--- src/rtl/alu_iter_pkg.sv ---
// Shared types, funct3 encodings and FSM states for the iterative ALU.
// ALU_ITER_MUL_EN adds the MULT state used by the optional multiplier.
package alu_iter_pkg;

    localparam int unsigned XLEN = 32;

    typedef logic [XLEN-1:0] word_t;

    typedef enum logic {
        ADDER_ADD = 1'b0,
        ADDER_SUB = 1'b1
    } adder_op_t;

    localparam logic [2:0] FUNC_ADDSUB = 3'b000;
    localparam logic [2:0] FUNC_SLL    = 3'b001;
    localparam logic [2:0] FUNC_SLT    = 3'b010;
    localparam logic [2:0] FUNC_SLTU   = 3'b011;
    localparam logic [2:0] FUNC_XOR    = 3'b100;
    localparam logic [2:0] FUNC_SR     = 3'b101;
    localparam logic [2:0] FUNC_OR     = 3'b110;
    localparam logic [2:0] FUNC_AND    = 3'b111;

    localparam logic [2:0] BR_EQ  = 3'b000;
    localparam logic [2:0] BR_NE  = 3'b001;
    localparam logic [2:0] BR_LT  = 3'b100;
    localparam logic [2:0] BR_GE  = 3'b101;
    localparam logic [2:0] BR_LTU = 3'b110;
    localparam logic [2:0] BR_GEU = 3'b111;

    typedef enum logic [1:0] {
        StIdle,
        StShift,
        StFin
`ifdef ALU_ITER_MUL_EN
        , StMult
`endif
    } alu_state_e;

    function automatic logic is_pure_shift(logic [2:0] f3, logic shadd, logic branch);
        return !shadd && !branch && (f3 == FUNC_SLL || f3 == FUNC_SR);
    endfunction

endpackage

--- src/rtl/alu_iter_shift_step.sv ---
// Combinational shifter moving a word by 0..SHIFT_STEP positions,
// left with zero fill or right with zero/sign fill.
module alu_iter_shift_step #(
    parameter int unsigned WIDTH      = 32,
    parameter int unsigned SHIFT_STEP = 1,
    localparam int unsigned AW        = $clog2(WIDTH) + 1
) (
    input  logic [WIDTH-1:0] val,
    input  logic [AW-1:0]    amt,
    input  logic             left,
    input  logic             arith,
    output logic [WIDTH-1:0] res
);

    // Only amounts up to SHIFT_STEP are decoded, keeping the mux narrow.
    always_comb begin
        res = val;
        for (int unsigned i = 1; i <= SHIFT_STEP; i++) begin
            if (amt == AW'(i)) begin
                if (left) begin
                    res = val << i;
                end else if (arith) begin
                    res = $signed(val) >>> i;
                end else begin
                    res = val >> i;
                end
            end
        end
    end

endmodule

--- src/rtl/alu_iter.sv ---
// Iterative integer ALU with start/busy/done handshake and multi-cycle shifts.
// Define ALU_ITER_MUL_EN to add the mul port and shift-add multiplier.
module alu_iter
    import alu_iter_pkg::*;
#(
    parameter int unsigned WIDTH      = 32,
    parameter int unsigned SHIFT_STEP = 1,
    localparam int unsigned WSHAM     = $clog2(WIDTH)
) (
    input  logic             clk,
    input  logic             rst_n,
    input  logic             start,
    input  logic [WIDTH-1:0] src_a,
    input  logic [WIDTH-1:0] src_b,
    input  logic [2:0]       f3,
    input  logic             arith_bit,
    input  logic             shadd,
    input  logic             branch,
`ifdef ALU_ITER_MUL_EN
    input  logic             mul,
`endif
    output logic             busy,
    output logic             done,
    output logic [WIDTH-1:0] out
);

    alu_state_e       state_q;
    logic [WIDTH-1:0] a_q, b_q;
    logic [2:0]       f3_q;
    logic             arith_q, shadd_q, branch_q;
    logic [WSHAM-1:0] rem_q;

    logic [WSHAM-1:0] eff_shamt, rem_next;
    logic [WSHAM:0]   step;
    logic [WIDTH-1:0] shift_res;

    always_comb begin
        eff_shamt = '0;
        if (shadd) begin
            eff_shamt = WSHAM'(f3[2:1]);
        end else if (is_pure_shift(f3, shadd, branch)) begin
            eff_shamt = src_b[WSHAM-1:0];
        end
    end

    assign step = ({1'b0, rem_q} < (WSHAM + 1)'(SHIFT_STEP)) ? {1'b0, rem_q}
                                                             : (WSHAM + 1)'(SHIFT_STEP);
    assign rem_next = rem_q - step[WSHAM-1:0];

    alu_iter_shift_step #(
        .WIDTH      (WIDTH),
        .SHIFT_STEP (SHIFT_STEP)
    ) u_shift_step (
        .val   (a_q),
        .amt   (step),
        .left  (!(is_pure_shift(f3_q, shadd_q, branch_q) && f3_q == FUNC_SR)),
        .arith (arith_q),
        .res   (shift_res)
    );

    // Results are formed either at accept (live inputs) or on the last shift cycle.
    logic             idle;
    logic [WIDTH-1:0] res_a, res_b;
    logic [2:0]       res_f3;
    logic             res_arith, res_shadd, res_branch;

    assign idle       = (state_q == StIdle);
    assign res_a      = idle ? src_a     : shift_res;
    assign res_b      = idle ? src_b     : b_q;
    assign res_f3     = idle ? f3        : f3_q;
    assign res_arith  = idle ? arith_bit : arith_q;
    assign res_shadd  = idle ? shadd     : shadd_q;
    assign res_branch = idle ? branch    : branch_q;

    adder_op_t        add_op;
    logic [WIDTH-1:0] add_x, add_y;
    logic [WIDTH:0]   sum;
    logic             eq, lt, ltu;

    always_comb begin
        add_x  = res_a;
        add_y  = res_b;
        add_op = ADDER_ADD;
        if (!res_shadd && (res_branch || res_f3 == FUNC_SLT || res_f3 == FUNC_SLTU ||
                           (res_f3 == FUNC_ADDSUB && res_arith))) begin
            add_op = ADDER_SUB;
        end
`ifdef ALU_ITER_MUL_EN
        // The result register doubles as the multiply accumulator.
        if (state_q == StMult) begin
            add_x  = out;
            add_y  = b_q[0] ? a_q : '0;
            add_op = ADDER_ADD;
        end
`endif
    end

    assign sum = {1'b0, add_x} + {1'b0, (add_op == ADDER_SUB) ? ~add_y : add_y}
               + {{WIDTH{1'b0}}, add_op == ADDER_SUB};
    assign eq  = (add_x == add_y);
    assign ltu = !sum[WIDTH];
    assign lt  = (add_x[WIDTH-1] != add_y[WIDTH-1]) ? add_x[WIDTH-1] : sum[WIDTH-1];

    logic [WIDTH-1:0] result;

    always_comb begin
        result = '0;
        if (res_branch) begin
            case (res_f3)
                BR_EQ:   result = WIDTH'(eq);
                BR_NE:   result = WIDTH'(!eq);
                BR_LT:   result = WIDTH'(lt);
                BR_GE:   result = WIDTH'(!lt);
                BR_LTU:  result = WIDTH'(ltu);
                BR_GEU:  result = WIDTH'(!ltu);
                default: result = '0;
            endcase
        end else if (res_shadd) begin
            result = sum[WIDTH-1:0];
        end else begin
            case (res_f3)
                FUNC_ADDSUB:      result = sum[WIDTH-1:0];
                FUNC_SLL, FUNC_SR: result = res_a;
                FUNC_SLT:         result = WIDTH'(lt);
                FUNC_SLTU:        result = WIDTH'(ltu);
                FUNC_XOR:         result = res_a ^ res_b;
                FUNC_OR:          result = res_a | res_b;
                default:          result = res_a & res_b;
            endcase
        end
    end

    always_ff @(posedge clk or negedge rst_n) begin
        if (!rst_n) begin
            state_q  <= StIdle;
            a_q      <= '0;
            b_q      <= '0;
            f3_q     <= '0;
            arith_q  <= 1'b0;
            shadd_q  <= 1'b0;
            branch_q <= 1'b0;
            rem_q    <= '0;
            busy     <= 1'b0;
            done     <= 1'b0;
            out      <= '0;
        end else begin
            done <= 1'b0;
            case (state_q)
                StIdle: begin
                    if (start) begin
                        a_q      <= src_a;
                        b_q      <= src_b;
                        f3_q     <= f3;
                        arith_q  <= arith_bit;
                        shadd_q  <= shadd;
                        branch_q <= branch;
`ifdef ALU_ITER_MUL_EN
                        if (mul) begin
                            out     <= '0;
                            rem_q   <= WSHAM'(WIDTH - 1);
                            busy    <= 1'b1;
                            state_q <= StMult;
                        end else
`endif
                        if (eff_shamt == '0) begin
                            out     <= result;
                            done    <= 1'b1;
                            state_q <= StFin;
                        end else begin
                            rem_q   <= eff_shamt;
                            busy    <= 1'b1;
                            state_q <= StShift;
                        end
                    end
                end
                StShift: begin
                    a_q   <= shift_res;
                    rem_q <= rem_next;
                    if (rem_next == '0) begin
                        out     <= result;
                        busy    <= 1'b0;
                        done    <= 1'b1;
                        state_q <= StFin;
                    end
                end
`ifdef ALU_ITER_MUL_EN
                StMult: begin
                    out   <= sum[WIDTH-1:0];
                    a_q   <= a_q << 1;
                    b_q   <= b_q >> 1;
                    rem_q <= rem_q - 1'b1;
                    if (rem_q == '0) begin
                        busy    <= 1'b0;
                        done    <= 1'b1;
                        state_q <= StFin;
                    end
                end
`endif
                StFin:   state_q <= StIdle;
                default: state_q <= StIdle;
            endcase
        end
    end

endmodule

--- config.mk ---
export PLATFORM = sky130hd
export DESIGN_NAME = alu_iter
export DESIGN_NICKNAME = d
export VERILOG_FILES = /design/src/rtl/alu_iter_pkg.sv /design/src/rtl/alu_iter_shift_step.sv /design/src/rtl/alu_iter.sv
export SDC_FILE = /design/constraint.sdc
export NUM_CORES = 1
export LEC_CHECK = 0
export ABC_AREA = 1
export BUFFER_PORTS_ARGS = -buffer_cell sky130_fd_sc_hd__buf_2
export CAP_MARGIN = 5
export CORE_UTILIZATION = 47
export CTS_CLUSTER_DIAMETER = 150
export CTS_CLUSTER_SIZE = 10
export DETAILED_ROUTE_END_ITERATION = 7
export HOLD_SLACK_MARGIN = 0.05
export PLACE_DENSITY = 0.77
export SYNTH_ARGS = -nofsm -noshare
export SYNTH_HDL_FRONTEND = slang
export SYNTH_SLANG_ARGS = --single-unit
--- constraint.sdc ---
create_clock -name clk -period 7.75 [get_ports clk]
set_input_delay 1.55 -clock clk [delete_from_list [all_inputs] [get_ports clk]]
set_output_delay 1.55 -clock clk [all_outputs]
set_load 0.01 [all_outputs]
* After elaboration in Yosys (flattened, before gate mapping) *
Cells that the tools add are included.

storage, ports and cells
  bits in registers = 111
  input port bits = 73
  word-level logic and storage cells = 110

operators by class
  $add $sub $neg = 3
  $lt $le $gt $ge = 1
  eq/ne operators = 19
  muxes and demuxes = 40
  bitwise gates (word level) = 4
  reduce and logical (&&, ||, !) cells = 32

operators by type and width
  operator                                             count
  2-to-1 mux 32 bit                                    12
  case mux 32 bit (6 select lines)                     1
  case mux 32 bit (2 select lines)                     2
  adder 32 x 32 -> 33 bit                              1
  adder 33 x 1 -> 33 bit                               1
  bitwise AND 32 bit                                   1
  equality test 32 bit                                 1
  inverter 32 bit                                      1
  bitwise OR 32 bit                                    1
  bitwise XOR 32 bit                                   1
  2-to-1 mux 5 bit                                     5
  equality test 3 bit, second input constant           6
  2-to-1 mux 1 bit                                     11
  zero test 5 bit                                      2
  case mux 5 bit (2 select lines)                      1
  equality test 3 x 1 -> 1 bit, second input constant  3
  zero test 1 bit                                      8
  AND reduction 4 bit                                  2
  logical AND 1 bit                                    7
  equality test 3 x 2 -> 1 bit, second input constant  2
  2-to-1 mux 2 bit                                     3
  inequality test 2 bit, second input constant         3
  case mux 1 bit (6 select lines)                      1
  AND reduction 2 bit                                  3
  other kinds (15)                                     20

* Logic depth before layout (Yosys ltp) *
  depth in word-level cells = 18
  depth in mapped cells = 33

* Cells and area by module *
A second synthesis with hierarchy kept.

second synthesis, totals
  cells, all modules = 1661
  area total of the unflattened synthesis = 10857.9 um^2

modules (own cells, without submodules)
  module               instances  cells an instance  area each (um^2)  sequential area each (um^2)
  alu_iter             1          1443               9878.2            2777.7
  alu_iter_shift_step  1          218                979.7             0.0

* Worst setup path before layout *
No wires, ideal clock.

  path type = input to register
  start point = input port f3[1]
  end point = register out[28]
  arrival = 4627 ps
  required time = 7633 ps
  path slack = 3006 ps
  stages = 29
  path buffers = 1
  path through = inv_1 -> nand2_2 -> nand2_2 -> nor2_2 -> nor2_2 -> nand2_4 -> nand2_4 -> buf_2 -> xor2_1 -> inv_1 -> fa_1 -> o21ai_0 -> a21oi_1 -> o21bai_1 -> nand3_1 -> nand2_2 -> nand2_1 -> nand2_2 -> nand2_1 -> nand2_1 -> nand4_1 -> nand2_1 -> nand2_1 -> nand2_1 -> o21bai_1 -> nand2_1 -> nand2_1 -> nand2_1 -> nand2_1

between the ends
  word-level cells in the longest chain between the ends = 16

ends and longest elaborated chain
  element                           line                             RTL
  start: declaration                alu_iter.sv:15                   input logic [2:0] f3,
  2-to-1 mux 3 bit                  alu_iter.sv:70                   assign res_f3 = idle ? f3 : f3_q;
  equality test 3 x 2 -> 1 bit      alu_iter.sv:84, alu_iter.sv:121
  logical OR 1 bit (3 in series)    alu_iter.sv:84                   if (!res_shadd && (res_branch || res_f3 == FUNC_SLT || res_f3 == FUNC_SLTU ||
  logical AND 1 bit                 alu_iter.sv:84
  2-to-1 mux 1 bit                  alu_iter.sv:84
  2-to-1 mux 32 bit                 alu_iter.sv:98                   assign sum = {1'b0, add_x} + {1'b0, (add_op == ADDER_SUB) ? ~add_y : add_y}
  adder 32 x 32 -> 33 bit           alu_iter.sv:98
  adder 33 x 1 -> 33 bit            alu_iter.sv:99                   + {{WIDTH{1'b0}}, add_op == ADDER_SUB};
  case mux 32 bit (6 select lines)  alu_iter.sv:121                  case (res_f3)
  2-to-1 mux 32 bit                 alu_iter.sv:118                  end else if (res_shadd) begin
  2-to-1 mux 32 bit                 alu_iter.sv:108                  if (res_branch) begin
  2-to-1 mux 32 bit                 alu_iter.sv:165                  if (eff_shamt == '0) begin
  2-to-1 mux 32 bit                 alu_iter.sv:150                  if (start) begin
  case mux 32 bit (2 select lines)  alu_iter.sv:148                  case (state_q)
  end signal: assignment            alu_iter.sv:166                  out <= result;
  end signal: assignment            alu_iter.sv:180                  out <= result;
  end: declaration                  alu_iter.sv:24                   output logic [WIDTH-1:0] out

Several ways; a longest one is shown, not always the timed one. The select of a mux whose other input is x is not followed.
A chain may end at the register's enable or synchronous reset.

* Worst setup path after layout *
  start point = register state_q[1]
  end point = register out[28]

between the ends
  word-level cells in the longest chain between the ends = 17

ends and longest elaborated chain
  element                           line                             RTL
  start: declaration                alu_iter.sv:27                   alu_state_e state_q;
  start signal: assignment          alu_iter.sv:135                  state_q <= StIdle;
  start signal: assignment          alu_iter.sv:168                  state_q <= StFin;
  start signal: assignment          alu_iter.sv:172                  state_q <= StShift;
  zero test 2 bit                   alu_iter.sv:67, alu_iter.sv:148
  2-to-1 mux 3 bit                  alu_iter.sv:70
  equality test 3 x 2 -> 1 bit      alu_iter.sv:84, alu_iter.sv:121
  logical OR 1 bit (3 in series)    alu_iter.sv:84
  logical AND 1 bit                 alu_iter.sv:84
  2-to-1 mux 1 bit                  alu_iter.sv:84
  2-to-1 mux 32 bit                 alu_iter.sv:98
  adder 32 x 32 -> 33 bit           alu_iter.sv:98
  adder 33 x 1 -> 33 bit            alu_iter.sv:99
  case mux 32 bit (6 select lines)  alu_iter.sv:121
  2-to-1 mux 32 bit                 alu_iter.sv:118
  2-to-1 mux 32 bit                 alu_iter.sv:108
  2-to-1 mux 32 bit                 alu_iter.sv:165
  2-to-1 mux 32 bit                 alu_iter.sv:150
  case mux 32 bit (2 select lines)  alu_iter.sv:148

Several ways; a longest one is shown, not always the timed one. The select of a mux whose other input is x is not followed.

==> run summary <==
The area of the mapped netlist is 10800 sq um. The final antenna-violating net count came out at 0. The CTS buffer count came out at 9. The cell depth of the worst flop-to-flop path came out at 26. The highest cell delay on the worst timing path is 0.89 ns. The total count of hold-check failures in the final report came to 0. When the netlist entered floorplanning its net count stood at 1781. The remaining max-slew budget at the tightest pin is 21.5%.

The share of synthesized registers carrying an async set or reset came out at 100%. In this run the worst hold path is classified as reg -> reg. The maximum number of buffers from clock root to sink is 2. For this run, the number of Yosys warnings is 0. Input and output buffers added on the ports amount to 106. The via count of the first global-routing pass is 10896. The core area is 22200 sq um. The most numerous cell type found on the critical path is sky130_fd_sc_hd__nand2_1. The hold slack came out at 0.484 ns. During I/O placement, the number of pins put on the boundary was 107. STA classifies the critical path startpoint as a flop. The number of vias after detailed routing came out at 11502. The time the worst path needs with I/O delays and setup is 5.38 ns. The run finished with clean final reports.

The area added between synthesis and finish is 9.16%. The synthesized area per cell came out at 6.64 sq um. The die width is 153 microns.

The number of sinks driven by the clock tree is 111. The initial DRC count came out at 1021. The H-tree level count is 3. The net count of the finished layout came out at 1839. In the post-route analysis, the smallest setup slack over all paths is 2.37 ns. The clock-pin slew reported for the worst setup and hold paths after clock tree synthesis is 0.08 ns. The post-cts resize count came out at 0. TritonCTS built the clock tree. The required time of the critical path is 8.02 ns. The largest fanout of any net on the critical path is 50. The maximum clock skew at final layout came out at 0.0129 ns. The detailed placer's ending HPWL came out at 26.9 mm. At the worst endpoint, the arrival time is 5.65 ns. The pin count of the biggest net entering global routing came out at 68. The number of antenna violations at the first check in global routing came out at 0. After layout, the worst path uses 69.5% of the clock period. The count of max-cap constraint violations came out at 0. The fraction of final layout cells with drive strength greater than 1 is 12.8%. For this configuration, the core starts out at a cell density of 48.5%.

For this run the aggregate overflow at the end of global routing stands at 0. The final number of max-transition violations was 0. At the end of routability-driven placement, the weighted congestion stood at 1.02.

The synthesized flop and latch total is 111. The final antenna diode count came out at 0. Summing the sequential cell areas from Yosys gives 25.8% of the chip area.

The y dimension of the die came out at 153 microns. The tree is rooted in a sky130_fd_sc_hd__clkbuf_16. The achievable clock frequency is 186 MHz.

The via density per instance is 5.87. At the pin with the least slew margin, the transition time is 1.17 ns. The total routed wirelength is 36.3 mm. The worst hold path was traced through 2 stages. The number of fill cells in the layout came out at 2237. At the later pin of the worst-skew pair, clock insertion delay measures 0.37 ns.

The number of iterations in the first detailed-routing pass is 6. After detailed routing, the average wire length per cell comes to 18.5 microns. The cell area after placement came out at 11500 sq um. The die covers 23500 sq um. The number of hold buffers added after CTS was 0. The first global-routing pass estimated 57.7 mm of wire.

The flip-flop cell with the highest count after synthesis is sky130_fd_sc_hd__dfrtp_1. The summed area of non-filler cells in the final layout came out at 11700 sq um. In the routed design, unresolved DRC markers number 0. For this run, the total global-route usage over all layers was measured as 31.2%. The count of cell types in the netlist came out at 53. The number of synthesized flops with an enable pin came out at 0. The number of standard-cell rows in the floorplan came out at 54.

Prior to clock tree synthesis, the placed netlist has a worst setup slack of 2.16 ns. The post-synthesis instance total came out at 1620. The setup TNS is 0 ns. The type of the worst setup path is reg -> reg. The number of failing setup endpoints in the final timing report is 0. The worst setup path is captured at a flop. Setup repair after global routing left no endpoint under its margin.

The count of buffers added by post-CTS timing repair for setup came out at 0. The library cell contributing the largest single delay on the critical path is sky130_fd_sc_hd__nor2_4.
## placed cells by master, fill, tap and decap left out, drive strengths merged, types with 9 or more instances in the layout
cell,count
nand3,69
nand4,22
o2111ai,17
xor2,43
dfrtp,111
nand2,407
o21ai,200
o211ai,27
o221ai,15
a21oi,118
ha,87
or2,20
o22ai,24
buf,120
nor3,13
inv,225
nor2,98
clkbuf,9
## cells by family after synthesis
| logic type | share of synthesized area (%) |
|---|---|
| AO/OA/AOI/OAI | 22.9 |
| adder cells (fa/ha/maj) | 10.3 |
| AND/OR/NAND/NOR | 26.2 |
| flip-flops | 25.8 |
| XOR/XNOR | 4.15 |
| buffers and inverters | 10.6 |
## final cells by class
class	instances	area, sq um	area share [%]
clock buffer	9	225	1.92
clock inverter	5	43.8	0.373
inverter	225	845	7.19
multi-input combinational	1211	6860	58.4
sequential	111	2780	23.7
tap	280	350	2.98
timing repair buffer	120	638	5.44
## registers in the layout, indices dropped and copies added, names as in the netlist
name and count:
done 1, a_q 32, branch_q 1, shadd_q 1
state_q 2, f3_q 3, b_q 32, busy 1
rem_q 5, arith_q 1, out 32
## cells in the mapped netlist, types with 2 or more instances
cell type / number / area [sq um]
sky130_fd_sc_hd__a211oi_1: 6 / 45.0
sky130_fd_sc_hd__a21oi_1: 118 / 591
sky130_fd_sc_hd__a221oi_1: 2 / 17.5
sky130_fd_sc_hd__a22o_1: 2 / 17.5
sky130_fd_sc_hd__a31oi_1: 3 / 18.8
sky130_fd_sc_hd__a32o_1: 2 / 20.0
sky130_fd_sc_hd__buf_1: 8 / 30.0
sky130_fd_sc_hd__buf_2: 4 / 20.0
sky130_fd_sc_hd__buf_6: 2 / 22.5
sky130_fd_sc_hd__clkbuf_1: 58 / 218
sky130_fd_sc_hd__clkinv_1: 3 / 11.3
sky130_fd_sc_hd__dfrtp_1: 111 / 2780
sky130_fd_sc_hd__ha_1: 87 / 1090
sky130_fd_sc_hd__inv_1: 211 / 792
sky130_fd_sc_hd__inv_2: 11 / 41.3
sky130_fd_sc_hd__nand2_1: 383 / 1440
sky130_fd_sc_hd__nand2_2: 20 / 125
sky130_fd_sc_hd__nand2_4: 4 / 45.0
sky130_fd_sc_hd__nand3_1: 61 / 305
sky130_fd_sc_hd__nand3_2: 8 / 80.1
sky130_fd_sc_hd__nand3b_1: 3 / 22.5
sky130_fd_sc_hd__nand4_1: 21 / 131
sky130_fd_sc_hd__nor2_1: 89 / 334
sky130_fd_sc_hd__nor2_2: 8 / 50.1
sky130_fd_sc_hd__nor3_1: 12 / 60.1
sky130_fd_sc_hd__nor4_1: 8 / 50.1
sky130_fd_sc_hd__o2111ai_1: 17 / 149
sky130_fd_sc_hd__o211ai_1: 27 / 203
sky130_fd_sc_hd__o21a_1: 3 / 22.5
sky130_fd_sc_hd__o21ai_0: 180 / 901
sky130_fd_sc_hd__o21ai_1: 18 / 90.1
sky130_fd_sc_hd__o21ai_2: 2 / 17.5
sky130_fd_sc_hd__o21bai_1: 4 / 30.0
sky130_fd_sc_hd__o221ai_1: 15 / 131
sky130_fd_sc_hd__o22ai_1: 24 / 150
sky130_fd_sc_hd__or2_2: 19 / 119
sky130_fd_sc_hd__xnor2_1: 8 / 70.1
sky130_fd_sc_hd__xor2_1: 43 / 377
## critical path, delay by kind of cell, from the launching register on
kind / cells / cell delay [ns]
AND/OR/NAND/NOR: 17 / 2.60
AO/OA/AOI/OAI: 5 / 0.90
buffers and inverters: 2 / 0.51
flip-flops: 1 / 0.46
adder cells (fa/ha/maj): 1 / 0.42
XOR/XNOR: 1 / 0.32
## through the flow
| stage | instances | utilization, % |
|---|---|---|
| 2_1_floorplan | 1620 | - |
| 3_3_place_gp | 1947 | 51.8 |
| 3_5_place_dp | 1947 | 51.8 |
| 4_1_cts | 1961 | 53.0 |
| 5_1_grt | 1961 | 53.0 |
| 6_report | 1961 | 53.0 |
## path summary, 6_finish.rpt
kind	from	to	slack (ns)
setup / recovery	state_q[1]	out[28]	2.37
hold / removal	b_q[8]	b_q[8]	0.48
setup reg to reg	state_q[1]	out[28]	2.37
hold reg to reg	b_q[8]	b_q[8]	0.48
max in group asynchronous	rst_n	out[7]	5.23
min in group asynchronous	rst_n	a_q[26]	1.19
## metal layers
layer	track usage (%)	vias up	part of all wire [%]
li1	-	5492	-
met1	41.0	5377	42
met2	50.8	544	45
met3	5.05	89	9.1
met4	13.4	0	4.3
met5	0	-	0
Power is not shown: default switching activity piles up to over one toggle a cycle in this logic, so the estimate is an artifact.
